<file path="src/rtl/fifo_param_sync_if.sv">
`default_nettype none
// +----------------------------------------------------------------------+
// | Module : fifo_param_sync_if                                          |
// | Brief  : Producer/consumer handshake bundle for fifo_param_sync      |
// | Rev    : 1.0 - initial release                                       |
// +----------------------------------------------------------------------+
interface fifo_param_sync_if #(
  parameter int DATA_W = 8,
  parameter int DEPTH  = 16
);
  localparam int LVL_W = $clog2(DEPTH) + 1;

  logic              wr_en;
  logic [DATA_W-1:0] wr_data;
  logic              rd_en;
  logic [DATA_W-1:0] rd_data;
  logic              rd_valid;
  logic              full;
  logic              empty;
  logic              almost_full;
  logic              almost_empty;
  logic [LVL_W-1:0]  level;
  logic              overflow;
  logic              underflow;
  logic              clr_err;

  modport master (
    output wr_en, wr_data, rd_en, clr_err,
    input  rd_data, rd_valid, full, empty, almost_full, almost_empty,
           level, overflow, underflow
  );

  modport slave (
    input  wr_en, wr_data, rd_en, clr_err,
    output rd_data, rd_valid, full, empty, almost_full, almost_empty,
           level, overflow, underflow
  );
endinterface
`default_nettype wire

</file>
<file path="src/rtl/fifo_param_sync.sv">
`default_nettype none
// +----------------------------------------------------------------------+
// | Module : fifo_param_sync                                             |
// | Brief  : Parametrised single-clock FIFO, optional FWFT read mode     |
// | Rev    : 1.0 - initial release                                       |
// +----------------------------------------------------------------------+
module fifo_param_sync #(
  parameter int DATA_W    = 8,
  parameter int DEPTH     = 16,
  parameter int AF_THRESH = DEPTH - 2,
  parameter int AE_THRESH = 1,
  parameter bit FWFT      = 1'b0
) (
  input  wire logic          clk,
  input  wire logic          rst,
  fifo_param_sync_if.slave   bus
);
  localparam int PTR_W = $clog2(DEPTH);
  localparam int LVL_W = $clog2(DEPTH) + 1;

  logic [DATA_W-1:0] mem [DEPTH];
  logic [PTR_W-1:0]  r_wr_ptr;
  logic [PTR_W-1:0]  r_rd_ptr;
  logic [LVL_W-1:0]  r_level;
  logic              r_overflow;
  logic              r_underflow;
  logic              w_full;
  logic              w_empty;
  logic              w_wr_acc;
  logic              w_rd_acc;

  assign w_full   = (r_level == LVL_W'(DEPTH));
  assign w_empty  = (r_level == '0);
  // Accept decisions use pre-edge flags only: a same-cycle pop never frees
  // room for a push into a full FIFO, and vice versa.
  assign w_wr_acc = bus.wr_en & ~w_full;
  assign w_rd_acc = bus.rd_en & ~w_empty;

  assign bus.full         = w_full;
  assign bus.empty        = w_empty;
  assign bus.almost_full  = (r_level >= LVL_W'(AF_THRESH));
  assign bus.almost_empty = (r_level <= LVL_W'(AE_THRESH));
  assign bus.level        = r_level;
  assign bus.overflow     = r_overflow;
  assign bus.underflow    = r_underflow;

  always_ff @(posedge clk) begin
    if (!rst && w_wr_acc) begin
      mem[r_wr_ptr] <= bus.wr_data;
    end
  end

  always_ff @(posedge clk) begin
    if (rst) begin
      r_wr_ptr    <= '0;
      r_rd_ptr    <= '0;
      r_level     <= '0;
      r_overflow  <= 1'b0;
      r_underflow <= 1'b0;
    end else begin
      if (w_wr_acc) r_wr_ptr <= r_wr_ptr + PTR_W'(1);
      if (w_rd_acc) r_rd_ptr <= r_rd_ptr + PTR_W'(1);
      case ({w_wr_acc, w_rd_acc})
        2'b10:   r_level <= r_level + LVL_W'(1);
        2'b01:   r_level <= r_level - LVL_W'(1);
        default: r_level <= r_level;
      endcase
      // A new error in the same cycle as clr_err must stay visible.
      r_overflow  <= (bus.wr_en & w_full)  | (r_overflow  & ~bus.clr_err);
      r_underflow <= (bus.rd_en & w_empty) | (r_underflow & ~bus.clr_err);
    end
  end

  generate
    if (FWFT) begin : g_fwft
      assign bus.rd_data  = mem[r_rd_ptr];
      assign bus.rd_valid = ~w_empty;
    end else begin : g_std
      logic [DATA_W-1:0] r_rd_data;
      logic              r_rd_valid;

      always_ff @(posedge clk) begin
        if (rst) begin
          r_rd_data  <= '0;
          r_rd_valid <= 1'b0;
        end else begin
          r_rd_valid <= w_rd_acc;
          if (w_rd_acc) r_rd_data <= mem[r_rd_ptr];
        end
      end

      assign bus.rd_data  = r_rd_data;
      assign bus.rd_valid = r_rd_valid;
    end
  endgenerate
endmodule
`default_nettype wire

</file>
<file path="src/flat_wrapper.sv">
// flat-port wrapper written by rule: the top's interface ports become plain ports
module fifo_param_sync_flat 
#(
  parameter int DATA_W    = 8,
  parameter int DEPTH     = 16,
  parameter int AF_THRESH = DEPTH - 2,
  parameter int AE_THRESH = 1,
  parameter bit FWFT      = 1'b0
)
  (clk, rst, bus_wr_en, bus_wr_data, bus_rd_en, bus_clr_err, bus_rd_data, bus_rd_valid, bus_full, bus_empty, bus_almost_full, bus_almost_empty, bus_level, bus_overflow, bus_underflow);
  fifo_param_sync_if #(.DATA_W(DATA_W), .DEPTH(DEPTH)) bus_i ();
  input  wire logic clk;
  input  wire logic rst;
  input wire logic [$bits(bus_i.wr_en)-1:0] bus_wr_en;
  input wire logic [$bits(bus_i.wr_data)-1:0] bus_wr_data;
  input wire logic [$bits(bus_i.rd_en)-1:0] bus_rd_en;
  input wire logic [$bits(bus_i.clr_err)-1:0] bus_clr_err;
  output wire logic [$bits(bus_i.rd_data)-1:0] bus_rd_data;
  output wire logic [$bits(bus_i.rd_valid)-1:0] bus_rd_valid;
  output wire logic [$bits(bus_i.full)-1:0] bus_full;
  output wire logic [$bits(bus_i.empty)-1:0] bus_empty;
  output wire logic [$bits(bus_i.almost_full)-1:0] bus_almost_full;
  output wire logic [$bits(bus_i.almost_empty)-1:0] bus_almost_empty;
  output wire logic [$bits(bus_i.level)-1:0] bus_level;
  output wire logic [$bits(bus_i.overflow)-1:0] bus_overflow;
  output wire logic [$bits(bus_i.underflow)-1:0] bus_underflow;
  assign bus_i.wr_en = bus_wr_en;
  assign bus_i.wr_data = bus_wr_data;
  assign bus_i.rd_en = bus_rd_en;
  assign bus_i.clr_err = bus_clr_err;
  assign bus_rd_data = bus_i.rd_data;
  assign bus_rd_valid = bus_i.rd_valid;
  assign bus_full = bus_i.full;
  assign bus_empty = bus_i.empty;
  assign bus_almost_full = bus_i.almost_full;
  assign bus_almost_empty = bus_i.almost_empty;
  assign bus_level = bus_i.level;
  assign bus_overflow = bus_i.overflow;
  assign bus_underflow = bus_i.underflow;
  fifo_param_sync #(.DATA_W(DATA_W), .DEPTH(DEPTH), .AF_THRESH(AF_THRESH), .AE_THRESH(AE_THRESH), .FWFT(FWFT)) u_core (.clk(clk), .rst(rst), .bus(bus_i));
endmodule
</file>
<file path="config.mk">
export PLATFORM = sky130hd
export DESIGN_NAME = fifo_param_sync_flat
export DESIGN_NICKNAME = d
export VERILOG_FILES = /design/src/rtl/fifo_param_sync_if.sv /design/src/rtl/fifo_param_sync.sv /design/src/flat_wrapper.sv
export SDC_FILE = /design/constraint.sdc
export NUM_CORES = 1
export LEC_CHECK = 0
export CORE_AREA = 2 2 103 105
export CTS_BUF_LIST = sky130_fd_sc_hd__clkbuf_2 sky130_fd_sc_hd__clkbuf_4 sky130_fd_sc_hd__clkbuf_8
export CTS_CLUSTER_SIZE = 24
export DETAILED_ROUTE_END_ITERATION = 10
export DIE_AREA = 0 0 105 107
export HOLD_SLACK_MARGIN = 0.03
export PLACE_DENSITY = 0.81
export SYNTH_ARGS = -nofsm -noshare
export SYNTH_HDL_FRONTEND = slang
export SYNTH_SLANG_ARGS = --single-unit
</file>
<file path="constraint.sdc">
create_clock -name clk -period 2.8 [get_ports clk]
set_input_delay 0.42 -clock clk [delete_from_list [all_inputs] [get_ports clk]]
set_output_delay 0.42 -clock clk [all_outputs]
set_load 0.02 [all_outputs]
</file>
# After elaboration in Yosys (flattened, before gate mapping)
# Memory sizes are Yosys's and may differ from the RTL's. A register that Yosys moved wholly into a read port is not among the register bits.
# Cells that the tools add are included.
[totals] inputBits=13 memories=1 register_bits=16 wordCells=34 ram_bits=128 out_inout_bits=20
[memory_table] name="u_core.mem" words=16 word_bits=8 read_ports=1 rd_clocked_by_memory_dff=1 write_ports=1 line_no="fifo_param_sync.sv:21" rtl="logic [DATA_W-1:0] mem [DEPTH];"
[classes] order_cmp=2 n_reduce_logical=4 eq_ne=3 muxes=3 n_addsub=4 bitwise=11
[op_table] cell="$pmux W5 S2" n=1
[op_table] cell="$add A4 B1 Y4 const B" n=2
[op_table] cell="$and A1 B1 Y1" n=6
[op_table] cell="$add A5 B1 Y5 const B" n=1
[op_table] cell="$eq A5 B5 Y1 const B" n=1
[op_table] cell="$ge A5 B4 Y1 const B" n=1
[op_table] cell="$le A5 B1 Y1 const B" n=1
[op_table] cell="$logic_not A5 Y1" n=1
[op_table] cell="$sub A5 B1 Y5 const B" n=1
[op_table] cell="$not A1 Y1" n=3
[op_table] cell="$eq A2 B1 Y1 const B" n=1
[op_table] cell="$eq A2 B2 Y1 const B" n=1
[op_table] cell="$mux W1" n=2
[op_table] cell="$or A1 B1 Y1" n=2
[op_table] cell="$reduce_bool A2 Y1" n=1
[op_table] cell="$logic_and A1 B1 Y1" n=1
[op_table] cell="$logic_not A1 Y1" n=1

# Longest topological paths before layout
# Gate-level depths: netlist of run 1.
[logic_depth] depth_word=6 mapped_depth=11

# Worst setup path before layout of run 1
# Ideal clock, no wire load.
[synth_timing] path_type="register to register" start="register u_core.r_level[1], in the netlist u_core.bus.level[1]" end="register u_core.r_level[3], in the netlist u_core.bus.level[3]" stages_incl_launch_ff=12 synth_period_minus_slack_ns=2.417 arrival_time_ns=2.290 slack_ns=0.383 setup_time_ns=0.128 cell_sequence="dfxtp_1 > inv_1 > ha_1 > nand4bb_1 > and2_1 > clkbuf_1 > inv_1 > ha_1 > or4b_1 > a21oi_1 > xnor2_1 > nor2_1"
[synth_between] elab_chain_cells=5 word_cells_on_any_way=12 cone_classes="add/sub: 2; eq/ne: 3; mux: 1; bitwise: 4; reduce/logical: 2"
[synth_rtl] element="start: declaration" line_no="fifo_param_sync.sv:24" rtl="logic [LVL_W-1:0] r_level;"
[synth_rtl] element="start signal: assignment" line_no="fifo_param_sync.sv:64" rtl="2'b10: r_level <= r_level + LVL_W'(1);"
[synth_rtl] element="start signal: assignment" line_no="fifo_param_sync.sv:65" rtl="2'b01: r_level <= r_level - LVL_W'(1);"
[synth_rtl] element="start signal: assignment" line_no="fifo_param_sync.sv:66" rtl="default: r_level <= r_level;"
[synth_rtl] element="$eq A5 B5 Y1 / $logic_not A5 Y1 (equally long branches)" line_no="fifo_param_sync.sv:32, fifo_param_sync.sv:33"
[synth_rtl] element="$not A1 Y1, on equally long branches" line_no="fifo_param_sync.sv:36, fifo_param_sync.sv:37"
[synth_rtl] element="$and A1 B1 Y1, on equally long branches" line_no="fifo_param_sync.sv:36, fifo_param_sync.sv:37"
[synth_rtl] element="$eq A2 B1 Y1 / $eq A2 B2 Y1 (equally long branches)" line_no="fifo_param_sync.sv:63" rtl="case ({w_wr_acc, w_rd_acc})"
[synth_rtl] element="$pmux W5 S2 / $reduce_bool A2 Y1 (equally long branches)"
# Parallel ways exist; a longest one is shown, timed or not.
# A chain may end at the register's enable or synchronous reset.

# Worst setup path after layout of run 1
[layout_timing] start="register u_core.r_level[1], in the netlist u_core.bus.level[1]" end="output bus_full"
[layout_between] elab_chain_cells=1
[layout_rtl] element="$eq A5 B5 Y1" line_no="fifo_param_sync.sv:32" rtl="assign w_full = (r_level == LVL_W'(DEPTH));"
[layout_rtl] element="end: declaration" line_no="flat_wrapper.sv:20" rtl="output wire logic [$bits(bus_i.full)-1:0] bus_full;"
# Every way passes these cells.

==> impl_results.md, run 1 <==
- Clock Power Share: 0.293
- Antenna Cells: 0
- Final instance area: 0.00710 mm²
- Cell Rows: 37
- R2r setup slk: 0.27 ns
- Final Worst Setup Slack: 0.253 ns
- Final hold slack: 0.517 ns
- Placed cell areas: 0.00671 mm²
- PD cells: 778 mW/mm²
- Initial antenna violation count: 0
- Critical path class: reg2out
- Worst Setup EP: bus_full
- Layout cell share with drive strength beyond 1: 0.248
- Worst Setup End Kind: output pin
- Area growth syn-to-layout: 15.0%
- Leakage: 2.34 nW
- Synth Net Count: 360
- CTS tree: yes
- Logic pwr share: 0.223
- Post-Synthesis Cells: 336
- Final nets: 415
- Wire per inst: 20.9 µm
- Total CTS buffers: 17
- Worst Setup Start Kind: flop
- Clock Tree Root: clkbuf_8
- Synth warn: 0
- Rel. slew slack: 0.623
- Post-CTS Setup Bufs: 0
- H-tree levels: 4
- Tcrit/Tclk final: 0.909
- Largest net degree at the start of global routing: 36
- Worst min-delay path class: reg2reg
- Routed Antenna Nets: 0
- FILL cells: 669
- Top cell type's share of synthesized area: 0.623
- Ports: 33
- Sequential share of power: 0.484
- EDFF count, synth: 128
- Vias/cell: 5.92
- Fin. Hold Viols: 0
- Crit path launch: u_core.bus.level[1]
- TritonCTS Sinks: 152
- Die Width: 105 µm
- Final Skew: 0.0100 ns
- Post-placement cell count: 508
- Peak supply drop: 431 µV
- Placer Congestion: 0.796
- Aggregate global-route resource usage: 0.219
- Sw power: 1.53 mW
- RSZ-0062 raised after global routing: no
- Chip height: 107 µm
- WP data required: 2.38 ns
- Outcome: finished, final reports clean
- DR vias: 3198
- First-pass GRT wire length: 17.8 mm
- Max Cap Viol: 0
- Synth area leader: edfxtp_1
- Die area: 0.0112 mm²
- FF-to-FF Start: u_core.bus.level[1]
- DRT iter0 DRCs: 265
- R2r endpoint: u_core.bus.level[3]
- Post-Route WL: 11.3 mm
- Vias in the first global route: 3293
- Highest clock rate: 393 MHz
- Pre-antenna DRT Iters: 4
- Final setup viols: 0
- Final TNS setup: 0 ns
- I/O Buffers: 32
- Synth unique cells: 37
- FF-to-FF path depth: 10
- DP Worst Slack: 0.278 ns
- Synth Flop Type: edfxtp_1
- Worst-path clk slew: 0.08 ns
- Avg Synthesized Cell Area: 18.4 µm²
- Max FO, Critical Path: 7
- Switching Share: 0.277
- Actual slew at the worst max-slew pin: 0.564 ns
- Hpwl dp: 7.28 mm
- Core Footprint: 0.0101 mm²
- Synth top cells by count: edfxtp_1 (128), mux4_2 (32), nor2_1 (29)
- Global route overflow: 0
- DR DRC count: 0
- Final Max Tran Viols: 0
- Int Pwr: 3.99 mW
- Mapped Area: 0.00617 mm²
- Ys async rst share: 0
- Clock latency on the worst-skew pair: 0.44 ns
- Critical path arrival: 2.13 ns
- Layout Cells excl Fill: 540
- Starting density of the core: 0.612
- CTS Buffer Depth: 2
- Ranking of synthesized cells by area: edfxtp_1 (62%), mux4_2 (12%), dfxtp_1 (7.8%)
- Flops & latches, synth: 152
- Register area share after synthesis: 0.700
- Final Critical Period: 2.55 ns
- Most frequent cell after synthesis: edfxtp_1
kinds of logic (layout without fill, tap and decap cells):
family	count (synthesis)	after routing	share of synthesized area
mux	49	49	0.144
flops	152	152	0.700
fa+ha+maj	11	11	0.0223
compound gates	21	21	0.0308
simple gates	69	69	0.0645
buf+inv	25	93	0.0249
xor+xnor	9	9	0.0128
per-stage QoR:
stage	util	total power, mW
floorplan	-	3.58
global placement	0.665	3.93
detailed placement	0.665	3.97
CTS	0.703	5.56
global route	0.703	5.74
finish	0.703	5.52
critical path: stages (launching register included):
cell and delay [ns]:
dfxtp_1 0.37, inv_1 0.17, ha_1 0.20, nand4bb_1 0.18, inv_1 0.13, clkdlybuf4s50_1 0.62
flip-flops by register name, indices dropped and copies added, names as in the netlist:
name and cells:
u_core.bus.rd_valid 1, u_core.bus.underflow 1, u_core.bus.overflow 1, u_core.mem 128, u_core.bus.level 5, u_core.bus.rd_data 8, u_core.r_wr_ptr 4, u_core.r_rd_ptr 4
area by class of cell:
class / instances / area (µm²) / share of cell area
clock inverters: 10 / 103 / 0.0145
multi-input cells: 159 / 1700 / 0.239
inverters: 8 / 30.0 / 0.00423
well taps: 136 / 170 / 0.0240
clock buffers: 22 / 284 / 0.0400
repair buffers: 53 / 489 / 0.0689
flip-flops and latches: 152 / 4330 / 0.609
power groups by stage:
stage	clock (mW)	combinational, mW	sequential, mW
after CTS	1.65	1.24	2.67
after global routing	1.74	1.32	2.69
after detailed placement	0	1.25	2.72
final	1.62	1.23	2.67
after global placement	0	1.22	2.72
after floorplan	0	0.830	2.75
worst min-delay path by stage:
stage                           from               endpoint  cells after the start
4_1_cts           u_core.r_wr_ptr[1]     u_core.r_wr_ptr[1]                      2
3_5_place_dp      u_core.r_wr_ptr[1]     u_core.r_wr_ptr[1]                      2
6_report          u_core.r_wr_ptr[1]     u_core.r_wr_ptr[1]                      2
3_3_place_gp      u_core.r_wr_ptr[1]     u_core.r_wr_ptr[1]                      2
2_1_floorplan     u_core.r_wr_ptr[1]     u_core.r_wr_ptr[1]                      2
5_1_grt        u_core.bus.rd_data[5]  u_core.bus.rd_data[5]                      2
layer usage:
layer,vias to the layer above,GRT usage,routed length (µm)
met2,110,0.370,5870
met4,0,0.0952,212
met3,20,0.0608,688
li1,1440,-,-
met5,-,0,0
met1,1628,0.268,4500
what timing repair did:
action | 4_1_cts | 5_1_grt
hold buffers | 0 | 0
endpoints found under the setup margin | 1 | 0
resized for setup | 1 | 0
cells in the final DEF (no fill, tap or decap), types with 11 or more instances in the layout:
| cell | count |
|---|---|
| buf_4 | 20 |
| clkbuf_8 | 19 |
| clkdlybuf4s50_1 | 31 |
| dfxtp_1 | 23 |
| edfxtp_1 | 128 |
| ha_1 | 11 |
| mux2i_1 | 17 |
| mux4_2 | 32 |
| nor2_1 | 29 |
No activity file was read; power rests on OpenSTA's default activity.
==> run 2: changes to the inputs <==
==> config.mk (replaced) <==
export PLATFORM = sky130hd
export DESIGN_NAME = fifo_param_sync_flat
export DESIGN_NICKNAME = d
export VERILOG_FILES = /design/src/rtl/fifo_param_sync_if.sv /design/src/rtl/fifo_param_sync.sv /design/src/flat_wrapper.sv
export SDC_FILE = /design/constraint.sdc
export NUM_CORES = 1
export LEC_CHECK = 0
export CELL_PAD_IN_SITES_DETAIL_PLACEMENT = 0
export CELL_PAD_IN_SITES_GLOBAL_PLACEMENT = 1
export CORE_AREA = 2 2 114 116
export CTS_CLUSTER_SIZE = 24
export DETAILED_ROUTE_END_ITERATION = 10
export DIE_AREA = 0 0 116 118
export HOLD_SLACK_MARGIN = 0.03
export PLACE_DENSITY_LB_ADDON = 0.1
export SYNTH_ARGS = -nofsm -noshare
export SYNTH_HDL_FRONTEND = slang
export SYNTH_SLANG_ARGS = --single-unit
==> constraint.sdc (replaced) <==
create_clock -name clk -period 2.8 [get_ports clk]
set_input_delay 0.28 -clock clk [delete_from_list [all_inputs] [get_ports clk]]
set_output_delay 0.28 -clock clk [all_outputs]
set_load 0.02 [all_outputs]
==> impl_results.md, run 2 (synthesized netlist as in run 1, its figures left out) <==
- Most common cell on crit path: inv_1 (unchanged)
- Chip height: 118 µm (was 107 µm)
- Final TNS setup: 0 ns (unchanged)
- Wire per inst: 20.5 µm (was 20.9 µm)
- Logic pwr share: 0.204 (was 0.223)
- Sequential share of power: 0.444 (was 0.484)
- Max reg flops: 128 (unchanged)
- CP delay by family, top: buffers and inverters (unchanged)
- Worst min-delay path class: in2reg (was reg2reg)
- Worst Setup Start Kind: flop (unchanged)
- DR vias: 3092 (was 3198)
- Int Pwr: 4.44 mW (was 3.99 mW)
- Die Width: 116 µm (was 105 µm)
- Post-cts resize count: 0 (was 1)
- Util after Layout: 0.588 (was 0.703)
- Buf+Inv Stages, Crit Path: 3 (unchanged)
- Cell Rows: 41 (was 37)
- Peak supply drop: 436 µV (was 431 µV)
- Slowest cell on the critical path: clkdlybuf4s50_1 (unchanged)
- Max Cap Viol: 0 (unchanged)
- I/O Buffers: 32 (unchanged)
- Post-CTS Setup Bufs: 0 (unchanged)
- Post-Route WL: 11.8 mm (was 11.3 mm)
- Final Max Tran Viols: 0 (unchanged)
- Actual slew at the worst max-slew pin: 0.874 ns (was 0.564 ns)
- Post-CTS Hold Fix Bufs: 0 (unchanged)
- CTS Buffer Depth: 2 (unchanged)
- Outcome: finished, final reports clean (unchanged)
- Final setup viols: 0 (unchanged)
- Worst Setup End Kind: output pin (unchanged)
- Clock Tree Root: clkbuf_16 (was clkbuf_8)
- Worst path cell trace: inv_1 -> ha_1 -> or4b_4 -> inv_1 -> clkdlybuf4s50_1 (was inv_1 -> ha_1 -> nand4bb_1 -> inv_1 -> clkdlybuf4s50_1)
- H-tree levels: 4 (unchanged)
- Switching Share: 0.267 (was 0.277)
- Layout cell share with drive strength beyond 1: 0.228 (was 0.248)
- Clock latency on the worst-skew pair: 0.42 ns (was 0.44 ns)
- Sw power: 1.62 mW (was 1.53 mW)
- Placer Congestion: 0.770 (was 0.796)
- First-pass GRT wire length: 18.2 mm (was 17.8 mm)
- Vias in the first global route: 3128 (was 3293)
- Starting density of the core: 0.497 (was 0.612)
- Final nets: 415 (unchanged)
- PD cells: 830 mW/mm² (was 778 mW/mm²)
- Leakage: 2.39 nW (was 2.34 nW)
- Routed Antenna Nets: 0 (unchanged)
- Antenna Cells: 0 (unchanged)
- TritonCTS Sinks: 152 (unchanged)
- Critical path class: reg2out (unchanged)
- Tcrit/Tclk final: 0.943 (was 0.909)
- Core Footprint: 0.0124 mm² (was 0.0101 mm²)
- Largest net degree at the start of global routing: 36 (unchanged)
- Aggregate global-route resource usage: 0.189 (was 0.219)
- WP data required: 2.52 ns (was 2.38 ns)
- Vias/cell: 5.38 (was 5.92)
- Max FO, Critical Path: 7 (unchanged)
- Final Skew: 0.0113 ns (was 0.0100 ns)
- Fin. Hold Viols: 0 (unchanged)
- Most common cell after layout, fill and taps aside: edfxtp_1 (unchanged)
- Critical path arrival: 2.36 ns (was 2.13 ns)
- Final Critical Period: 2.64 ns (was 2.55 ns)
- Final Worst Setup Slack: 0.160 ns (was 0.253 ns)
- Pre-antenna DRT Iters: 4 (unchanged)
- DR DRC count: 0 (unchanged)
- Layout Cells excl Fill: 575 (was 540)
- Clock Power Share: 0.352 (was 0.293)
- CTS tree: yes (unchanged)
- DRT iter0 DRCs: 223 (was 265)
- Area growth syn-to-layout: 18.3% (was 15.0%)
- Worst-path clk slew: 0.06 ns (was 0.08 ns)
- DP Worst Slack: 0.264 ns (was 0.278 ns)
- Hpwl dp: 7.32 mm (was 7.28 mm)
- Biggest register: u_core.mem (unchanged)
- Initial antenna violation count: 0 (unchanged)
- Global route overflow: 0 (unchanged)
- Post-placement cell count: 544 (was 508)
- Most frequent cells in the layout: edfxtp_1 (128), mux4_2 (32), clkdlybuf4s50_1 (32) (was edfxtp_1 (128), mux4_2 (32), clkdlybuf4s50_1 (31))
- Slowest stage delay, CP: 0.60 ns (was 0.62 ns)
- Rel. slew slack: 0.416 (was 0.623)
- Ports: 33 (unchanged)
- Highest clock rate: 379 MHz (was 393 MHz)
- Total CTS buffers: 17 (unchanged)
- Die area: 0.0137 mm² (was 0.0112 mm²)
- RSZ-0062 raised after global routing: no (unchanged)
## run 2: changes by cell type in the layout (fill, tap and decap cells not counted), sizes merged
cell           change
clkbuf             -2
clkdlybuf4s50      +1
clkinv             +3
inv                -2
dlygate4sd2        -1
## run 2: layer usage
metal  track usage  wire, µm  part of all wire  vias to the layer above
li1              -         -                 -                     1434
met1         0.251      5210              0.44                     1588
met2         0.296      5850              0.50                       54
met3        0.0422       437             0.037                       16
met4        0.0871       271             0.023                        0
met5             0         0                 0                        -
## run 2: final cells by class
cell class	count	area, µm²
inverters	8	30.0
clock buffers	20	437
fillers	943	5110
flip-flops and latches	152	4330
repair buffers	53	490
clock inverters	11	108
multi-input cells	159	1700
well taps	172	215
## run 2: final timing paths
path / start / endpoint / slack, ns / cells after the start
min reg2reg: u_core.r_wr_ptr[1] / u_core.r_wr_ptr[1] / 0.51 / 2
max reg2reg: u_core.bus.level[0] / u_core.bus.level[3] / 0.23 / 10
max: u_core.bus.level[0] / bus_empty / 0.16 / 5
min: rst / u_core.r_wr_ptr[2] / 0.50 / 2
## run 2: per-stage QoR
| step | total power [mW] | hold slack [ns] | area [µm²] |
|---|---|---|---|
| after global routing | 6.31 | 0.544 | 7300 |
| after CTS | 6.12 | 0.490 | 7300 |
| after detailed placement | 3.99 | 0.504 | 6760 |
| final | 6.06 | 0.497 | 7300 |
| after floorplan | 3.58 | 0.379 | 6170 |
| after global placement | 3.98 | 0.499 | 6760 |
## run 2: power groups by stage
stage,Sequential (mW),Combinational (mW),Clock [mW]
4_1_cts,2.69,1.26,2.17
3_3_place_gp,2.74,1.25,0
2_1_floorplan,2.75,0.830,0
3_5_place_dp,2.74,1.26,0
5_1_grt,2.71,1.34,2.27
6_report,2.69,1.24,2.13
## run 2: worst reg2reg max path, stage by stage (launching register included)
cell and delay [ns]:
dfxtp_1 0.45, inv_1 0.15, ha_1 0.25, or4b_4 0.23
nand2_4 0.12, inv_2 0.15, ha_1 0.29, or4b_1 0.46
a21oi_1 0.18, xnor2_1 0.13, nor2_1 0.05
==> run 3: changes to the inputs <==
--- a/config.mk
+++ b/config.mk
@@ -5,7 +5,7 @@
 export SDC_FILE = /design/constraint.sdc
 export NUM_CORES = 1
 export LEC_CHECK = 0
-export CELL_PAD_IN_SITES_DETAIL_PLACEMENT = 0
+export CELL_PAD_IN_SITES_DETAIL_PLACEMENT = 1
 export CELL_PAD_IN_SITES_GLOBAL_PLACEMENT = 1
 export CORE_AREA = 2 2 114 116
 export CTS_CLUSTER_SIZE = 24
==> impl_results.md, run 3 (synthesized netlist as in run 1, its figures left out) <==
- Post-placement cell count: 544 (unchanged)
- Outcome: finished, final reports clean (unchanged)
- Worst path cell trace: inv_1 -> ha_1 -> or4b_4 -> inv_1 -> clkdlybuf4s50_1 (unchanged)
- Global route overflow: 0 (unchanged)
- Cell Rows: 41 (unchanged)
- Layout cell share with drive strength beyond 1: 0.235 (was 0.228)
- Total CTS buffers: 17 (unchanged)
- DP Worst Slack: 0.264 ns (about the same)
- Final setup viols: 0 (unchanged)
- Worst Setup Start Kind: flop (unchanged)
- Max reg flops: 128 (unchanged)
- Max FO, Critical Path: 7 (unchanged)
- Critical path class: reg2out (unchanged)
- Switching Share: 0.264 (was 0.267)
- Final Max Tran Viols: 0 (unchanged)
- Layout Cells excl Fill: 576 (was 575)
- Wire per inst: 22.3 µm (was 20.5 µm)
- Slowest stage delay, CP: 0.60 ns (about the same)
- Post-cts resize count: 0 (unchanged)
- Starting density of the core: 0.497 (unchanged)
- Rel. slew slack: 0.371 (was 0.416)
- Min-delay src: rst (unchanged)
- Most common cell after layout, fill and taps aside: edfxtp_1 (unchanged)
- Sw power: 1.67 mW (was 1.62 mW)
- Tcrit/Tclk final: 0.937 (was 0.943)
- WP data required: 2.52 ns (about the same)
- Placer Congestion: 0.770 (unchanged)
- Leakage: 2.41 nW (was 2.39 nW)
- Final Critical Period: 2.62 ns (was 2.64 ns)
- Sequential Area: 0.00433 mm² (unchanged)
- Peak supply drop: 491 µV (was 436 µV)
- TritonCTS Sinks: 152 (unchanged)
- Vias in the first global route: 3452 (was 3128)
- Clock latency on the worst-skew pair: 0.41 ns (was 0.42 ns)
- CTS tree: yes (unchanged)
- Critical path arrival: 2.34 ns (was 2.36 ns)
- Buf+Inv Stages, Crit Path: 3 (unchanged)
- Clock Tree Root: clkbuf_16 (unchanged)
- Final Skew: 0.00546 ns (was 0.0113 ns)
- Pre-antenna DRT Iters: 4 (unchanged)
- Vias/cell: 5.56 (was 5.38)
- Ports: 33 (unchanged)
- Aggregate global-route resource usage: 0.208 (was 0.189)
- RSZ-0062 raised after global routing: no (unchanged)
- Worst min-delay path class: in2reg (unchanged)
- Worst Setup End Kind: output pin (unchanged)
- Biggest register: u_core.mem (unchanged)
- Slowest cell on the critical path: clkdlybuf4s50_1 (unchanged)
- Max Cap Viol: 0 (unchanged)
- Area growth syn-to-layout: 19.3% (was 18.3%)
- Highest clock rate: 381 MHz (was 379 MHz)
- DRT iter0 DRCs: 219 (was 223)
- Most common cell on crit path: inv_1 (unchanged)
- Core Footprint: 0.0124 mm² (unchanged)
- Die area: 0.0137 mm² (unchanged)
- Actual slew at the worst max-slew pin: 0.943 ns (was 0.874 ns)
- DR vias: 3205 (was 3092)
- Fin. Hold Viols: 0 (unchanged)
- Footprint of the multi-input gates: 0.00170 mm² (unchanged)
- DR DRC count: 0 (unchanged)
- Largest net degree at the start of global routing: 36 (unchanged)
- Post-CTS Hold Fix Bufs: 0 (unchanged)
- Worst-path clk slew: 0.06 ns (about the same)
- I/O Buffers: 32 (unchanged)
- H-tree levels: 4 (unchanged)
- Logic pwr share: 0.198 (was 0.204)
- Chip height: 118 µm (unchanged)
- Final nets: 415 (unchanged)
- Initial antenna violation count: 0 (unchanged)
- Crit path launch: u_core.bus.level[1] (was u_core.bus.level[0])
- First-pass GRT wire length: 20.2 mm (was 18.2 mm)
- Hpwl dp: 8.08 mm (was 7.32 mm)
- CP delay by family, top: buffers and inverters (unchanged)
- FILL cells: 1109 (was 943)
- Sequential share of power: 0.428 (was 0.444)
- Antenna Cells: 0 (unchanged)
- Clock Power Share: 0.374 (was 0.352)
- Routed Antenna Nets: 0 (unchanged)
- Int Pwr: 4.64 mW (was 4.44 mW)
- Util after Layout: 0.593 (was 0.588)
- Post-Route WL: 12.8 mm (was 11.8 mm)
- Final Worst Setup Slack: 0.177 ns (was 0.160 ns)
- FF-to-FF Start: u_core.bus.level[0] (unchanged)
- Post-CTS Setup Bufs: 0 (unchanged)
- Most frequent cells in the layout: edfxtp_1 (128), mux4_2 (32), clkdlybuf4s50_1 (32) (unchanged)
- PD cells: 856 mW/mm² (was 830 mW/mm²)
- Final TNS setup: 0 ns (unchanged)
- CTS Buffer Depth: 2 (unchanged)
- Die Width: 116 µm (unchanged)
==> run 3: cell count changes in the layout (fill, tap and decap cells not counted), sizes merged <==
cell / delta
clkinv: -3
clkinvlp: +3
bufinv: +2
clkbuf: -2
inv: +1
==> run 3: worst paths after layout <==
kind	to	slack, ns	depth (start not counted)
worst min register to register	u_core.r_wr_ptr[1]	0.51	2
worst max register to register	u_core.bus.level[3]	0.25	10
worst min-delay path	u_core.r_wr_ptr[2]	0.51	2
worst max-delay path	bus_empty	0.18	5
==> run 3: metal layers <==
layer	wire length, µm	global-route usage
met4	250	0.0878
met2	6640	0.340
met1	5580	0.265
met5	0	0
met3	374	0.0505
==> run 3: metrics by stage <==
stage               hold slack [ns]  area, µm²  total power [mW]
detailed placement            0.498       6760              4.01
finish                        0.510       7370              6.30
global placement              0.499       6760              3.98
floorplan                     0.379       6170              3.58
CTS                           0.487       7370              6.38
global route                  0.541       7370              6.58
==> run 3: worst register-to-register path: cells and delay by family (launching register included) <==
kind	cells	cell delay (ns)
AO/OA/AOI/OAI	1	0.18
XOR/XNOR	1	0.13
adder cells (fa/ha/maj)	2	0.53
buffers and inverters	2	0.29
flip-flops	1	0.45
AND/OR/NAND/NOR	4	0.86
==> run 3: cell type report <==
cell class                      count  area share
Timing Repair Buffer               53      0.0666
Multi-Input combinational cell    159       0.230
Tap cell                          172      0.0292
Clock inverter                     14      0.0245
Clock buffer                       18      0.0583
Sequential cell                   152       0.587
Inverter                            8     0.00408
==> run 3: power by group through the flow <==
stage	logic, mW	clock network [mW]	registers [mW]
floorplan	0.830	0	2.75
global placement	1.25	0	2.74
detailed placement	1.27	0	2.74
CTS	1.28	2.41	2.70
global route	1.36	2.50	2.71
finish	1.25	2.36	2.69
